$ cat config.mk
export PLATFORM = sky130hd
export DESIGN_NAME = sha256_msg_sched
export DESIGN_NICKNAME = d
export VERILOG_FILES = /design/src/rtl/sha256_pkg.sv /design/src/rtl/ksa_adder32.sv /design/src/rtl/sha256_sigma_small.sv /design/src/rtl/sha256_msg_sched.sv
export SDC_FILE = /design/constraint.sdc
export NUM_CORES = 1
export LEC_CHECK = 0
export ABC_AREA = 1
export CAP_MARGIN = 10
export CORE_MARGIN = 4
export CORE_UTILIZATION = 30
export DETAILED_ROUTE_END_ITERATION = 8
export GPL_TIMING_DRIVEN = 0
export HOLD_SLACK_MARGIN = 0.02
export PLACE_DENSITY = 0.57
export SLEW_MARGIN = 40
export SYNTH_ARGS = -nofsm -noshare
export SYNTH_HDL_FRONTEND = slang
export SYNTH_SLANG_ARGS = --single-unit
$ cat constraint.sdc
create_clock -name clk -period 9.7 [get_ports clk]
set_clock_uncertainty 0.2 [all_clocks]
set_input_delay 1.94 -clock clk [delete_from_list [all_inputs] [get_ports clk]]
set_output_delay 1.94 -clock clk [all_outputs]
set_load 0.03 [all_outputs]
$ cat src/rtl/sha256_pkg.sv
// Shared definitions for the SHA-256 message schedule: word width,
// scheduler FSM states and the rotate/shift amounts of the small sigmas.
package sha256_pkg;

  localparam int WORD_W = 32;

  typedef enum logic [1:0] {
    IDLE   = 2'd0,
    LOAD   = 2'd1,
    EXPAND = 2'd2
  } state_t;

  // sigma0(x) = ROTR7 ^ ROTR18 ^ SHR3
  localparam int S0_ROT_A = 7;
  localparam int S0_ROT_B = 18;
  localparam int S0_SHR   = 3;

  // sigma1(x) = ROTR17 ^ ROTR19 ^ SHR10
  localparam int S1_ROT_A = 17;
  localparam int S1_ROT_B = 19;
  localparam int S1_SHR   = 10;

endpackage

$ cat src/rtl/ksa_adder32.sv
// 32-bit Kogge-Stone adder: parallel-prefix generate/propagate tree with
// carry-in folded in after the prefix network.
module ksa_adder32 (
  input  logic [31:0] a,
  input  logic [31:0] b,
  input  logic        c_in,
  output logic [31:0] sum,
  output logic        c_out
);

  // Level 0 is the per-bit generate/propagate; level 5 spans all lower bits.
  logic [5:0][31:0] g;
  logic [5:0][31:0] p;
  logic [32:0]      c;

  assign g[0] = a & b;
  assign p[0] = a ^ b;

  for (genvar l = 0; l < 5; l++) begin : g_lvl
    for (genvar i = 0; i < 32; i++) begin : g_bit
      if (i >= (1 << l)) begin : g_op
        assign g[l+1][i] = g[l][i] | (p[l][i] & g[l][i-(1<<l)]);
        assign p[l+1][i] = p[l][i] & p[l][i-(1<<l)];
      end else begin : g_pass
        assign g[l+1][i] = g[l][i];
        assign p[l+1][i] = p[l][i];
      end
    end
  end

  assign c[0]    = c_in;
  assign c[32:1] = g[5] | (p[5] & {32{c_in}});
  assign sum     = p[0] ^ c[31:0];
  assign c_out   = c[32];

endmodule

$ cat src/rtl/sha256_sigma_small.sv
// Small SHA-256 sigma function: two right-rotates and one logical right
// shift XORed together; the amounts select sigma0 or sigma1.
module sha256_sigma_small
  import sha256_pkg::*;
#(
  parameter int ROT_A = S0_ROT_A,
  parameter int ROT_B = S0_ROT_B,
  parameter int SHR   = S0_SHR
) (
  input  logic [WORD_W-1:0] x,
  output logic [WORD_W-1:0] y
);

  logic [WORD_W-1:0] rot_a;
  logic [WORD_W-1:0] rot_b;

  assign rot_a = (x >> ROT_A) | (x << (WORD_W - ROT_A));
  assign rot_b = (x >> ROT_B) | (x << (WORD_W - ROT_B));
  assign y     = rot_a ^ rot_b ^ (x >> SHR);

endmodule

$ cat src/rtl/sha256_msg_sched.sv
// SHA-256 message schedule generator. Loads M0..M15 through a 16-word
// shift window, then expands W16..W63, emitting one word per cycle
// through a single registered output slot.
//
// Handshakes: a word moves on a rising edge where valid && ready are both
// high. The producer holds valid and data stable until that edge; ready
// may change freely and never depends on valid from the same side.
module sha256_msg_sched #(
  parameter int ROUNDS = 64,
  parameter int WORD_W = 32
) (
  input  logic              clk,
  input  logic              rst_n,
  input  logic              start,
  input  logic              in_valid,
  output logic              in_ready,
  input  logic [WORD_W-1:0] in_data,
  output logic              out_valid,
  input  logic              out_ready,
  output logic [WORD_W-1:0] out_data,
  output logic [5:0]        out_idx,
  output logic              busy,
  output logic              done
);
  import sha256_pkg::*;

  localparam logic [5:0] LAST_IDX  = 6'(ROUNDS - 1);
  localparam logic [5:0] LOAD_LAST = 6'd15;

  state_t state_q, state_d;

  // win_q[15] is W[t-1] ... win_q[0] is W[t-16] for the next word t.
  logic [WORD_W-1:0] win_q [16];
  logic [WORD_W-1:0] out_data_q;
  logic [5:0]        out_idx_q;
  logic [5:0]        next_idx_q;
  logic              out_valid_q;
  logic              done_q;

  logic slot_free;
  logic in_fire;
  logic last_held;
  logic gen_fire;
  logic last_fire;
  logic start_take;

  logic [WORD_W-1:0] sig0;
  logic [WORD_W-1:0] sig1;
  logic [WORD_W-1:0] sum_a;
  logic [WORD_W-1:0] sum_b;
  logic [WORD_W-1:0] w_new;
  logic              carry_unused_a;
  logic              carry_unused_b;
  logic              carry_unused_c;

  // Output slot can take a new word if empty or being drained this cycle.
  assign slot_free  = !out_valid_q || out_ready;
  assign in_fire    = (state_q == LOAD) && slot_free && in_valid;
  assign last_held  = out_valid_q && (out_idx_q == LAST_IDX);
  assign gen_fire   = (state_q == EXPAND) && slot_free && !last_held;
  assign last_fire  = (state_q == EXPAND) && last_held && out_ready;
  // done_q high means the block just ended; a start then is not honoured.
  assign start_take = (state_q == IDLE) && start && !done_q;

  sha256_sigma_small #(
    .ROT_A(S0_ROT_A), .ROT_B(S0_ROT_B), .SHR(S0_SHR)
  ) u_sigma0 (
    .x(win_q[1]),
    .y(sig0)
  );

  sha256_sigma_small #(
    .ROT_A(S1_ROT_A), .ROT_B(S1_ROT_B), .SHR(S1_SHR)
  ) u_sigma1 (
    .x(win_q[14]),
    .y(sig1)
  );

  // Two-level adder tree: (sigma1 + W[t-7]) + (sigma0 + W[t-16]).
  ksa_adder32 u_add_a (
    .a(sig1), .b(win_q[9]), .c_in(1'b0), .sum(sum_a), .c_out(carry_unused_a)
  );

  ksa_adder32 u_add_b (
    .a(sig0), .b(win_q[0]), .c_in(1'b0), .sum(sum_b), .c_out(carry_unused_b)
  );

  ksa_adder32 u_add_c (
    .a(sum_a), .b(sum_b), .c_in(1'b0), .sum(w_new), .c_out(carry_unused_c)
  );

  // FSM state register.
  always_ff @(posedge clk or negedge rst_n) begin
    if (!rst_n) begin
      state_q <= IDLE;
    end else begin
      state_q <= state_d;
    end
  end

  // FSM next-state logic.
  always_comb begin
    state_d = state_q;
    case (state_q)
      IDLE:    if (start_take) state_d = LOAD;
      LOAD:    if (in_fire && (next_idx_q == LOAD_LAST)) state_d = EXPAND;
      EXPAND:  if (last_fire) state_d = IDLE;
      default: state_d = IDLE;
    endcase
  end

  // Window, output slot, index counter and done pulse.
  always_ff @(posedge clk or negedge rst_n) begin
    if (!rst_n) begin
      for (int i = 0; i < 16; i++) win_q[i] <= '0;
      out_data_q  <= '0;
      out_idx_q   <= '0;
      next_idx_q  <= '0;
      out_valid_q <= 1'b0;
      done_q      <= 1'b0;
    end else begin
      done_q <= last_fire;
      if (start_take) begin
        next_idx_q <= '0;
      end
      if (in_fire || gen_fire) begin
        for (int i = 0; i < 15; i++) win_q[i] <= win_q[i+1];
        win_q[15]   <= in_fire ? in_data : w_new;
        out_data_q  <= in_fire ? in_data : w_new;
        out_idx_q   <= next_idx_q;
        out_valid_q <= 1'b1;
        next_idx_q  <= next_idx_q + 6'd1;
      end else if (out_ready) begin
        out_valid_q <= 1'b0;
      end
    end
  end

  assign in_ready  = (state_q == LOAD) && slot_free;
  assign out_valid = out_valid_q;
  assign out_data  = out_data_q;
  assign out_idx   = out_idx_q;
  assign busy      = (state_q != IDLE);
  assign done      = done_q;

endmodule

==> After elaboration in Yosys (flattened, before gate mapping) <==
Index checks and enable logic that the tools add are counted.
{ "word_totals": {"reg_bits": 528, "input_bits": 37, "out_inout_bits": 42} }
{ "classes": {"n_addsub": 1, "eq_ne": 7, "n_mux": 9, "bitwise_logic": 1043, "reduce_logical": 20} }
{ "op_table": {"columns": ["operator", "count"], "rows": [
  ["bitwise AND 1 bit", 654],
  ["bitwise OR 1 bit", 372],
  ["XOR 32 bit", 8],
  ["bitwise AND 31 bit", 3],
  ["two-way mux 32 bit", 1],
  ["bitwise OR 13 x 32 -> 32 bit", 1],
  ["bitwise OR 14 x 32 -> 32 bit", 1],
  ["bitwise OR 15 x 32 -> 32 bit", 1],
  ["bitwise OR 25 x 32 -> 32 bit", 1],
  ["XOR 32 x 22 -> 32 bit", 1],
  ["XOR 32 x 29 -> 32 bit", 1],
  ["two-way mux 6 bit", 2],
  ["logical AND 1 bit", 10],
  ["adder 6 x 1 -> 6 bit (second input constant)", 1],
  ["== test 6 x 4 -> 1 bit (second input constant)", 1],
  ["== test 6 bit (second input constant)", 1],
  ["two-way mux 2 bit", 3],
  ["one-hot mux 2 bit (3 select lines)", 1],
  ["nonzero test 2 bit", 3],
  ["inequality test 2 bit (second input constant)", 2],
  ["zero test 1 bit", 3],
  ["AND reduction 3 bit", 1],
  ["== test 2 x 1 -> 1 bit (second input constant)", 1],
  ["== test 2 bit (second input constant)", 1],
  ["other kinds (4)", 6]
]} }

==> Logic depth before layout (Yosys ltp) <==
Gate-level depths: netlist (run 1).
{ "logic_depth": {"depth_word": 26, "mapped_depth": 31, "depth_no_buf": 31} }

==> Cells and area by module <==
From an unflattened synthesis (run 1), not the netlist that was laid out.
{ "hier_totals": {"hier_cells": 4348, "area_unflattened_um2": 29868.6} }
{ "modules_own_cells": {"columns": ["mod", "instances", "cells_each", "area_per_inst_um2", "seq_area_each_um2"], "rows": [
  ["sha256_msg_sched", 1, 2407, 20679.8, 13212.7],
  ["ksa_adder32 (u_add_a ...)", 2, 523, 2534.9, 0.0],
  ["ksa_adder32 (u_add_c)", 1, 513, 2556.2, 0.0],
  ["sha256_sigma_small (u_sigma0)", 1, 209, 835.8, 0.0],
  ["sha256_sigma_small (u_sigma1)", 1, 173, 726.9, 0.0]
]} }

==> Worst setup path before layout (run 1) <==
Ideal clock, no wire load.
{ "synth_timing": {"path_kind": "input to output", "from": "input out_ready", "to": "output in_ready", "arrival_time_ps": 2265, "required_time_ps": 7560, "slack_ps": 5295, "cell_stages": 2, "cell_sequence": "nor2_2 > nor2_2"} }
{ "synth_via": {"elab_chain_cells": 2} }
{ "synth_lines": {"columns": ["item", "line_no", "text"], "rows": [
  ["from (decl)", "sha256_msg_sched.sv:19", "input logic out_ready,"],
  ["logical OR 1 bit", "sha256_msg_sched.sv:57", "assign slot_free = !out_valid_q || out_ready;"],
  ["logical AND 1 bit", "sha256_msg_sched.sv:139", "assign in_ready = (state_q == LOAD) && slot_free;"],
  ["to (decl)", "sha256_msg_sched.sv:16", "output logic in_ready,"]
]} }
Every way passes these cells.

==> Final worst setup path (run 1) <==
Same ends and word-level chain as after synthesis.

==> flow_metrics.tcl, run 1 <==
set metrics [dict create \
    startpoint_type "primary input" \
    die-width_um 307 \
    cp-endpoint "in_ready" \
    grt_start_max_net_pins 73 \
    fp-row-count 109 \
    startpoint "out_ready" \
    async_reset_ff_frac 1.00 \
    synth-edff-count 0 \
    dr_wl_met2_um 37900 \
    path_clk_slew_ps 60 \
    cts_root_buf "clkbuf_16" \
    drive_gt1_frac 0.0835 \
    cp_data_arrival_time_ps 3290 \
    reg2reg_slack_ps 4450 \
    numCtsBuffers 57 \
    seqCellArea_mm2 0.0132 \
    rr_worst_depth 20 \
    grt_pass1_vias 21200 \
    hold_viol 0 \
    final_nets 3480 \
    synth_fa_ha_area_frac 0.0479 \
    r2r-start "win_q[455]" \
    wl_met3_um 4320 \
    areaGrowthSynthToFinish_pct 16.1 \
    fin_ws_ps 4270 \
    relSlewSlack 0.414 \
    synth_top_family_by_area "simple AND/OR/NAND/NOR gates" \
    synth_xor_area_frac 0.0604 \
    cp.required_ps 7560 \
    muxShareOfSynthArea 0 \
    met1Wirelength_um 39100 \
    syn_inst 3197 \
    drcViolationCount 0 \
    portBuffers 78 \
    cts_setup_buffers 0 \
    final_cell_mix "nand2_1 (841), dfrtp_1 (528), inv_1 (399)" \
    top_layer "met4" \
    grt-ovfl-total 0 \
    tightest_slew_ps 879 \
    fmax_ghz 0.184 \
    antenna_left 0 \
    critPathKind "primary input to primary output" \
    cts_tree "yes" \
    num_vias 21500 \
    routed_via_density 4.73 \
    ioPinCount 79 \
    period_share 0.560 \
    yosys_register_bits 528 \
    r2r-end "out_data[20]" \
    status "finished, final reports clean" \
    grt_usage 0.177 \
    dpl.cell_count 4448 \
    synth_cell_types 57 \
    min-delay-path-class "register to register" \
    n_antenna_cell 0 \
    fin_util 0.352 \
    multi_input_area_mm2 0.0112 \
    insertion_delay_ps 620 \
    clk_path_buf_depth 3 \
    crit_path_max_fanout 2 \
    yosys.area_share.simple 0.161 \
    gp_routability_congestion 0.954 \
    setup-violations-final 0 \
    place_ws_ps 4250 \
    syn_nets 3335 \
    htreeDepth 2 \
    avgSynthCellArea_um2 8.40 \
    finalSetupTns_ps 0 \
    core-area_mm2 0.0885 \
    initial_core_util 0.303 \
    seq_area_frac_synth 0.492 \
    rsz0062_at_grt "no" \
    yosysWarnings 0 \
    drtPass1Iterations 6 \
    fin_cells 4544 \
    worstSetupEndpointType "primary output" \
    first_iter_violations 1835 \
    slew_viol_final 0 \
    postRouteWirelength_um 84400 \
    hold_buffers 0 \
    synth_area_mm2 0.0268 \
    dp_hpwl_um 66500 \
    die_area_mm2 0.0943 \
    maxCapViolCount 0 \
    synth_flop_cell "dfrtp_1" \
    post_cts_resized 0 \
    antenna_found_initial 1 \
    die_y_um 307 \
    cts_sinks 528 \
    final_common_cell "nand2_1" \
    nFillCells 9142 \
    wl_per_cell_um 18.6 \
    min_period_ps 5430 \
    grt_first_pass_wirelength_um 129000 \
    synth_compound_area_frac 0.148 \
]
[synth_stat cells, types with 2 or more instances]
master	n	area share
a21oi_2	8	0.0026
o211ai_1	6	0.0017
o21ai_1	133	0.025
and2_1	2	0.00047
ha_1	98	0.046
a21o_1	13	0.0036
nor2_1	124	0.017
inv_2	6	0.00084
dfrtp_1	528	0.49
nand3_2	2	0.00075
a21boi_1	2	0.00056
a21oi_1	119	0.022
o21bai_2	2	0.00084
nor3_1	9	0.0017
buf_2	73	0.014
nand2_1	841	0.12
o31ai_1	2	0.00056
nor2_2	7	0.0016
or2_1	3	0.00070
o21a_1	6	0.0017
nand3b_1	2	0.00056
o21bai_4	2	0.0014
nand3_1	51	0.0095
xnor2_1	82	0.027
nand2_2	16	0.0037
fa_1	3	0.0022
xor2_1	103	0.034
o22ai_1	3	0.00070
nor3_2	3	0.0011
a21oi_4	3	0.0018
o21ai_2	3	0.00098
nor4_1	4	0.00093
clkbuf_1	38	0.0053
o21ai_0	396	0.074
a31oi_1	9	0.0021
o221ai_1	3	0.00098
inv_1	399	0.056
o21bai_1	12	0.0034
buf_4	50	0.014
nand4_1	13	0.0030
and3_1	2	0.00047
[cell families after synthesis]
kind of cell	count (synthesis)
flops	528
xor+xnor	185
buf+inv	567
simple gates	1083
fa+ha+maj	101
compound gates	733
[worst min-delay path by stage]
stage | start | to | slack [ps] | cells after the start
global placement | win_q[373] | win_q[373] | 260 | 2
detailed placement | win_q[373] | win_q[373] | 260 | 2
floorplan | win_q[352] | win_q[352] | 240 | 2
finish | win_q[359] | win_q[359] | 270 | 2
CTS | win_q[373] | win_q[373] | 280 | 2
global route | win_q[267] | win_q[267] | 300 | 2
[final cells by class]
| type | instances | share of cell area |
|---|---|---|
| sequential | 528 | 0.424 |
| multi-input combinational | 2102 | 0.360 |
| clock buffer | 82 | 0.0549 |
| inverter | 405 | 0.0488 |
| tap | 1165 | 0.0468 |
| timing repair buffer | 86 | 0.0320 |
| buffer | 162 | 0.0287 |
| clock inverter | 14 | 0.00522 |
[metal layers]
metal	track usage	vias to the layer above
met1	0.249	10400
li1	-	10400
met2	0.280	509
met4	0.0628	0
met3	0.0240	132
met5	0	-
[critical path, stage by stage]
cell and delay [ps]:
clkdlybuf4s50_1 500, nor2_2 60, nor2_2 110, clkdlybuf4s50_1 690
[sequential cells by signal, indices dropped and copies added, names as in the netlist]
signal / count
next_idx_q: 6
out_valid: 1
out_data: 32
out_idx: 6
win_q: 480
done: 1
state_q: 2
[through the flow]
stage,instance area [um2],hold WS (ps)
final,31200,270
after global routing,31200,297
after CTS,31200,276
after detailed placement,29300,260
after global placement,29100,257
after floorplan,26800,242
Power of run 1 is left out: the tool's default activity adds up to more than one toggle a clock period on the data nets, which glitch-free logic cannot reach.
==> run 2, diff against run 1 <==
Settings changed: PLACE_DENSITY 0.57 to 0.58.
Clock period 9.7 ns to 4.5 ns, I/O delays scaled along.
==> run 2 against run 1 <==
The flow now finishes with violations (negative setup slack). Worst setup slack worse by 4300 ps. Highest routed layer unchanged. Critical endpoint is now out_data[18]. Routed wire length is 0.17% lower. Non-clock buffer count is 23 higher. Hold slack worse by 200 ps. Critical path type is now register to register. Cell area is 3.2% higher. Global-route usage is 0.098 points lower. Sequential share of layout area is 1.2 points lower. Largest cell class unchanged. Clock-buffer cell count is 4 higher.
==> flow_metrics.tcl, run 2 (synthesized netlist as in run 1, its figures left out) <==
set metrics [dict create \
    gp_routability_congestion 0.973 \
    fin_ws_ps -5.94 \
    crit_top_cell "nand2_1" \
    fp-row-count 109 \
    postRouteWirelength_um 84300 \
    first_iter_violations 1693 \
    portBuffers 78 \
    cts_sinks 528 \
    drcViolationCount 0 \
    grt_first_pass_wirelength_um 128000 \
    critPathKind "register to register" \
    cp.required_ps 4780 \
    worstSetupEndpointType "register" \
    cp-endpoint "out_data[18]" \
    ioPinCount 79 \
    rsz0062_at_grt "yes" \
    path_cells "buf_4 > xnor2_1 > xor2_1 > inv_1 > ha_1 > nand2_1 > nand2_1 > a21oi_4 > o21ai_4 > a21oi_4 > o21bai_2 > xor2_1 > ha_4 > a21oi_2 > o21ai_1 > a21oi_1 > a21boi_1 > or2_1 > nand3_1 > o211ai_1 > nand2_1" \
    finalHoldWorstSlack_ps 74.5 \
    busiest_layer "met2" \
    wl_per_cell_um 18.4 \
    grt_usage 0.176 \
    num_vias 21700 \
    period_share 1.00 \
    status "complete, but fails checks" \
    crit_slowest_cell "dfrtp_2" \
    die_y_um 307 \
    relSlewSlack 0.501 \
    cts_root_buf "clkbuf_16" \
    core-area_mm2 0.0885 \
    final_cell_mix "nand2_1 (824), dfrtp_1 (512), inv_1 (399)" \
    r2r-end "out_data[18]" \
    routed_via_density 4.75 \
    use_met1 0.245 \
    r2r-start "win_q[455]" \
    reg2reg_slack_ps -6 \
    startpoint_type "register" \
    startpoint "win_q[455]" \
    tightest_slew_ps 748 \
    areaGrowthSynthToFinish_pct 19.8 \
    fin_cells 4572 \
    fmax_ghz 0.222 \
    min_period_ps 4510 \
    rr_worst_depth 21 \
    final_common_cell "nand2_1" \
    maxCapViolCount 0 \
    slew_viol_final 0 \
    regMostFlops "win_q" \
    slowest_delay_ps 450 \
    insertion_delay_ps 630 \
    die-width_um 307 \
    hold_viol 0 \
    initial_core_util 0.303 \
    cts_tree "yes" \
    grt_pass1_vias 21400 \
    crit_path_max_fanout 5 \
    path_clk_slew_ps 60 \
    numCtsBuffers 57 \
    grt-ovfl-total 0 \
    grt_start_max_net_pins 74 \
    setup-violations-final 1 \
    final_nets 3503 \
    antenna_found_initial 0 \
    dpl.cell_count 4448 \
    cp_data_arrival_time_ps 4780 \
    dp_hpwl_um 65700 \
    met2_usage 0.279 \
    n_antenna_cell 0 \
    min-delay-path-class "primary input to async pin" \
    antenna_left 0 \
    drive_gt1_frac 0.138 \
    violations "negative setup slack" \
    clk_path_buf_depth 3 \
    drtPass1Iterations 5 \
    die_area_mm2 0.0943 \
    htreeDepth 2 \
    met3_usage 0.0255 \
    largest_reg_flops 480 \
]
run 2: cell count changes in the layout (fill, tap and decap cells not counted), moves of 17 or more:
cell / change
buf_4: +32
a21oi_1: -19
o21ai_0: -22
ha_1: -23
nand2_1: -17
nand2_2: +17
run 2: worst min-delay path by stage:
stage                     startpoint            to  slack [ps]  depth (start not counted)
after global routing           rst_n     win_q[89]          70                          2
after detailed placement  win_q[365]    win_q[365]         260                          2
after global placement    win_q[360]    win_q[360]         260                          2
final                          rst_n     win_q[77]          70                          2
after floorplan           win_q[352]    win_q[352]         240                          2
after CTS                      rst_n  out_data[12]          60                          2
run 2: cell type report:
type / instances / area (um2)
clock inverter: 15 / 109
timing repair buffer: 118 / 1250
tap: 1165 / 1460
clock buffer: 86 / 1690
sequential: 528 / 13200
buffer: 153 / 862
inverter: 405 / 1520
fill: 9022 / 56400
multi-input combinational: 2102 / 12000
run 2: worst max-delay path, delay by kind of cell, from the launching register on:
family / cells / cell delay, ps
flops: 1 / 450
simple gates: 5 / 500
fa+ha+maj: 2 / 650
compound gates: 9 / 1470
xor+xnor: 3 / 820
buf+inv: 2 / 230
run 2: metal layers:
layer	vias up	part of all wire
li1	10500	-
met1	10500	0.46
met2	567	0.44
met3	171	0.049
met4	0	0.046
met5	-	0
run 2: per-stage QoR:
step,cell area (um2),setup WS [ps],TNS [ps],util
3_5_place_dp,29300,-489,-4930,0.331
3_3_place_gp,29100,-21870,-,0.329
6_report,32200,-5.94,-5.94,0.363
4_1_cts,31400,3.62,0,0.355
2_1_floorplan,26800,520,0,-
5_1_grt,32200,-260,-1900,0.363
run 2: timing repair:
item	CTS	global route
hold buffers	0	0
endpoints found under the setup margin	18	18
pin swaps	22	51
buffers inserted	17	15
resized for setup	58	146
Power of run 2 is left out for the same reason.
==> run 3, diff against run 2 <==
Settings changed: PLACE_DENSITY 0.58 to 0.46.
==> run 3 against run 2 <==
The flow now finishes without violations. Register-to-register slack better by 70 ps. Global-route usage is 1.1 points higher. Final cell count is 0.48% higher. Sequential cell count stayed put. Core utilization is 0.85 points higher. Hold slack better by 180 ps. Critical path type unchanged. Worst setup slack better by 74 ps. Non-clock buffer count is 16 higher. Cell area is 2.4% higher. Via count is 1.6% lower. First-iteration DRC count is 10% lower.
==> flow_metrics.tcl, run 3 (synthesized netlist as in run 1, its figures left out) <==
set metrics [dict create \
    hp-start "win_q[373]" \
    fp-row-count 109 \
    final_cell_mix "nand2_1 (813), dfrtp_1 (510), inv_1 (396)" \
    final_nets 3519 \
    post_dp_cell_area_mm2 0.0293 \
    fmax_ghz 0.226 \
    rsz0062_at_grt "yes" \
    clk_path_buf_depth 3 \
    gp_routability_congestion 0.871 \
    stdcell_area_mm2 0.0329 \
    grt_start_max_net_pins 72 \
    period_share 0.985 \
    min_period_ps 4430 \
    crit_path_max_fanout 4 \
    path_cells "buf_4 > xnor2_2 > xor2_1 > inv_1 > ha_4 > nand2_1 > inv_1 > a21oi_4 > o21bai_4 > a21oi_4 > buf_4 > o31ai_2 > xor2_1 > ha_4 > nand2_4 > o21ai_2 > a21oi_2 > buf_4 > buf_4 > nand3_4 > a21oi_2 > o21ai_4 > o21ai_2 > o21ai_1" \
    drive_gt1_frac 0.159 \
    worstSetupEndpointType "register" \
    wl_per_cell_um 19.6 \
    antenna_left 0 \
    first_iter_violations 1517 \
    maxCapViolCount 0 \
    finalHoldWorstSlack_ps 256 \
    cts_sinks 528 \
    cts_root_buf "clkbuf_16" \
    die_y_um 307 \
    final_common_cell "nand2_1" \
    antenna_found_initial 1 \
    r2r-start "win_q[455]" \
    startpoint "win_q[455]" \
    grt_usage 0.187 \
    die_area_mm2 0.0943 \
    status "finished, final reports clean" \
    dp_hpwl_um 70500 \
    largest_reg_flops 480 \
    fin_util 0.372 \
    tightest_slew_ps 737 \
    cp.required_ps 4810 \
    routed_via_density 4.65 \
    numCtsBuffers 57 \
    initial_core_util 0.303 \
    insertion_delay_ps 640 \
    relSlewSlack 0.509 \
    grt_first_pass_wirelength_um 134000 \
    postRouteWirelength_um 90100 \
    drtPass1Iterations 7 \
    hold_viol 0 \
    setup-violations-final 0 \
    startpoint_type "register" \
    grt_pass1_vias 21200 \
    min-delay-path-class "register to register" \
    die-width_um 307 \
    core-area_mm2 0.0885 \
    portBuffers 78 \
    crit_top_cell "buf_4" \
    slew_viol_final 0 \
    slowest_delay_ps 420 \
    regMostFlops "win_q" \
    crit_slowest_cell "dfrtp_2" \
    path_clk_slew_ps 70 \
    ioPinCount 79 \
    grt-ovfl-total 0 \
    drcViolationCount 0 \
    num_vias 21300 \
    cts_tree "yes" \
    cp_data_arrival_time_ps 4740 \
    areaGrowthSynthToFinish_pct 22.6 \
    critPathKind "register to register" \
    finalSetupTns_ps 0 \
    htreeDepth 2 \
]
## run 3: metrics by stage
step                setup WS, ps  std cells
global route               -82.0       4593
floorplan                    520       3197
CTS                        0.169       4562
finish                      67.7       4594
detailed placement          -561       4448
global placement          -22760       4440
## run 3: timing repair
item	4_1_cts	5_1_grt
hold buffers	1	0
endpoints found under the setup margin	18	18
setup buffers	16	31
resized for setup	69	218
pin swaps	17	86
endpoints found under the hold margin	36	0
## run 3: path summary, 6_finish.rpt
kind / end / slack, ps / depth (start not counted)
max: out_data[20] / 70 / 24
min: win_q[405] / 260 / 2
max reg2reg: out_data[20] / 70 / 24
min reg2reg: win_q[405] / 260 / 2
max in group asynchronous: win_q[96] / 2050 / 5
min in group asynchronous: win_q[416] / 570 / 2
## run 3: layer usage
metal  track usage  vias up  part of all wire
met2         0.292      387              0.44
met3        0.0248      125             0.036
met4        0.0682        0             0.039
met1         0.268    10300              0.48
met5             0        -                 0
li1              -    10600                 -
## run 3: cell type report
cell class	count	area, um2
inverter	405	1520
timing repair buffer	134	1380
sequential	528	13200
tap	1165	1460
multi-input combinational	2102	12500
clock buffer	84	1640
fill	9106	55600
buffer	153	862
clock inverter	22	285
antenna	1	2.50
## run 3: critical path, delay by kind of cell (launching register included)
family	cells	cell delay, ps
AO/OA/AOI/OAI	10	1370
XOR/XNOR	3	750
adder cells (fa/ha/maj)	2	590
buffers and inverters	6	740
flip-flops	1	420
AND/OR/NAND/NOR	3	240
Power of run 3 is left out for the same reason.
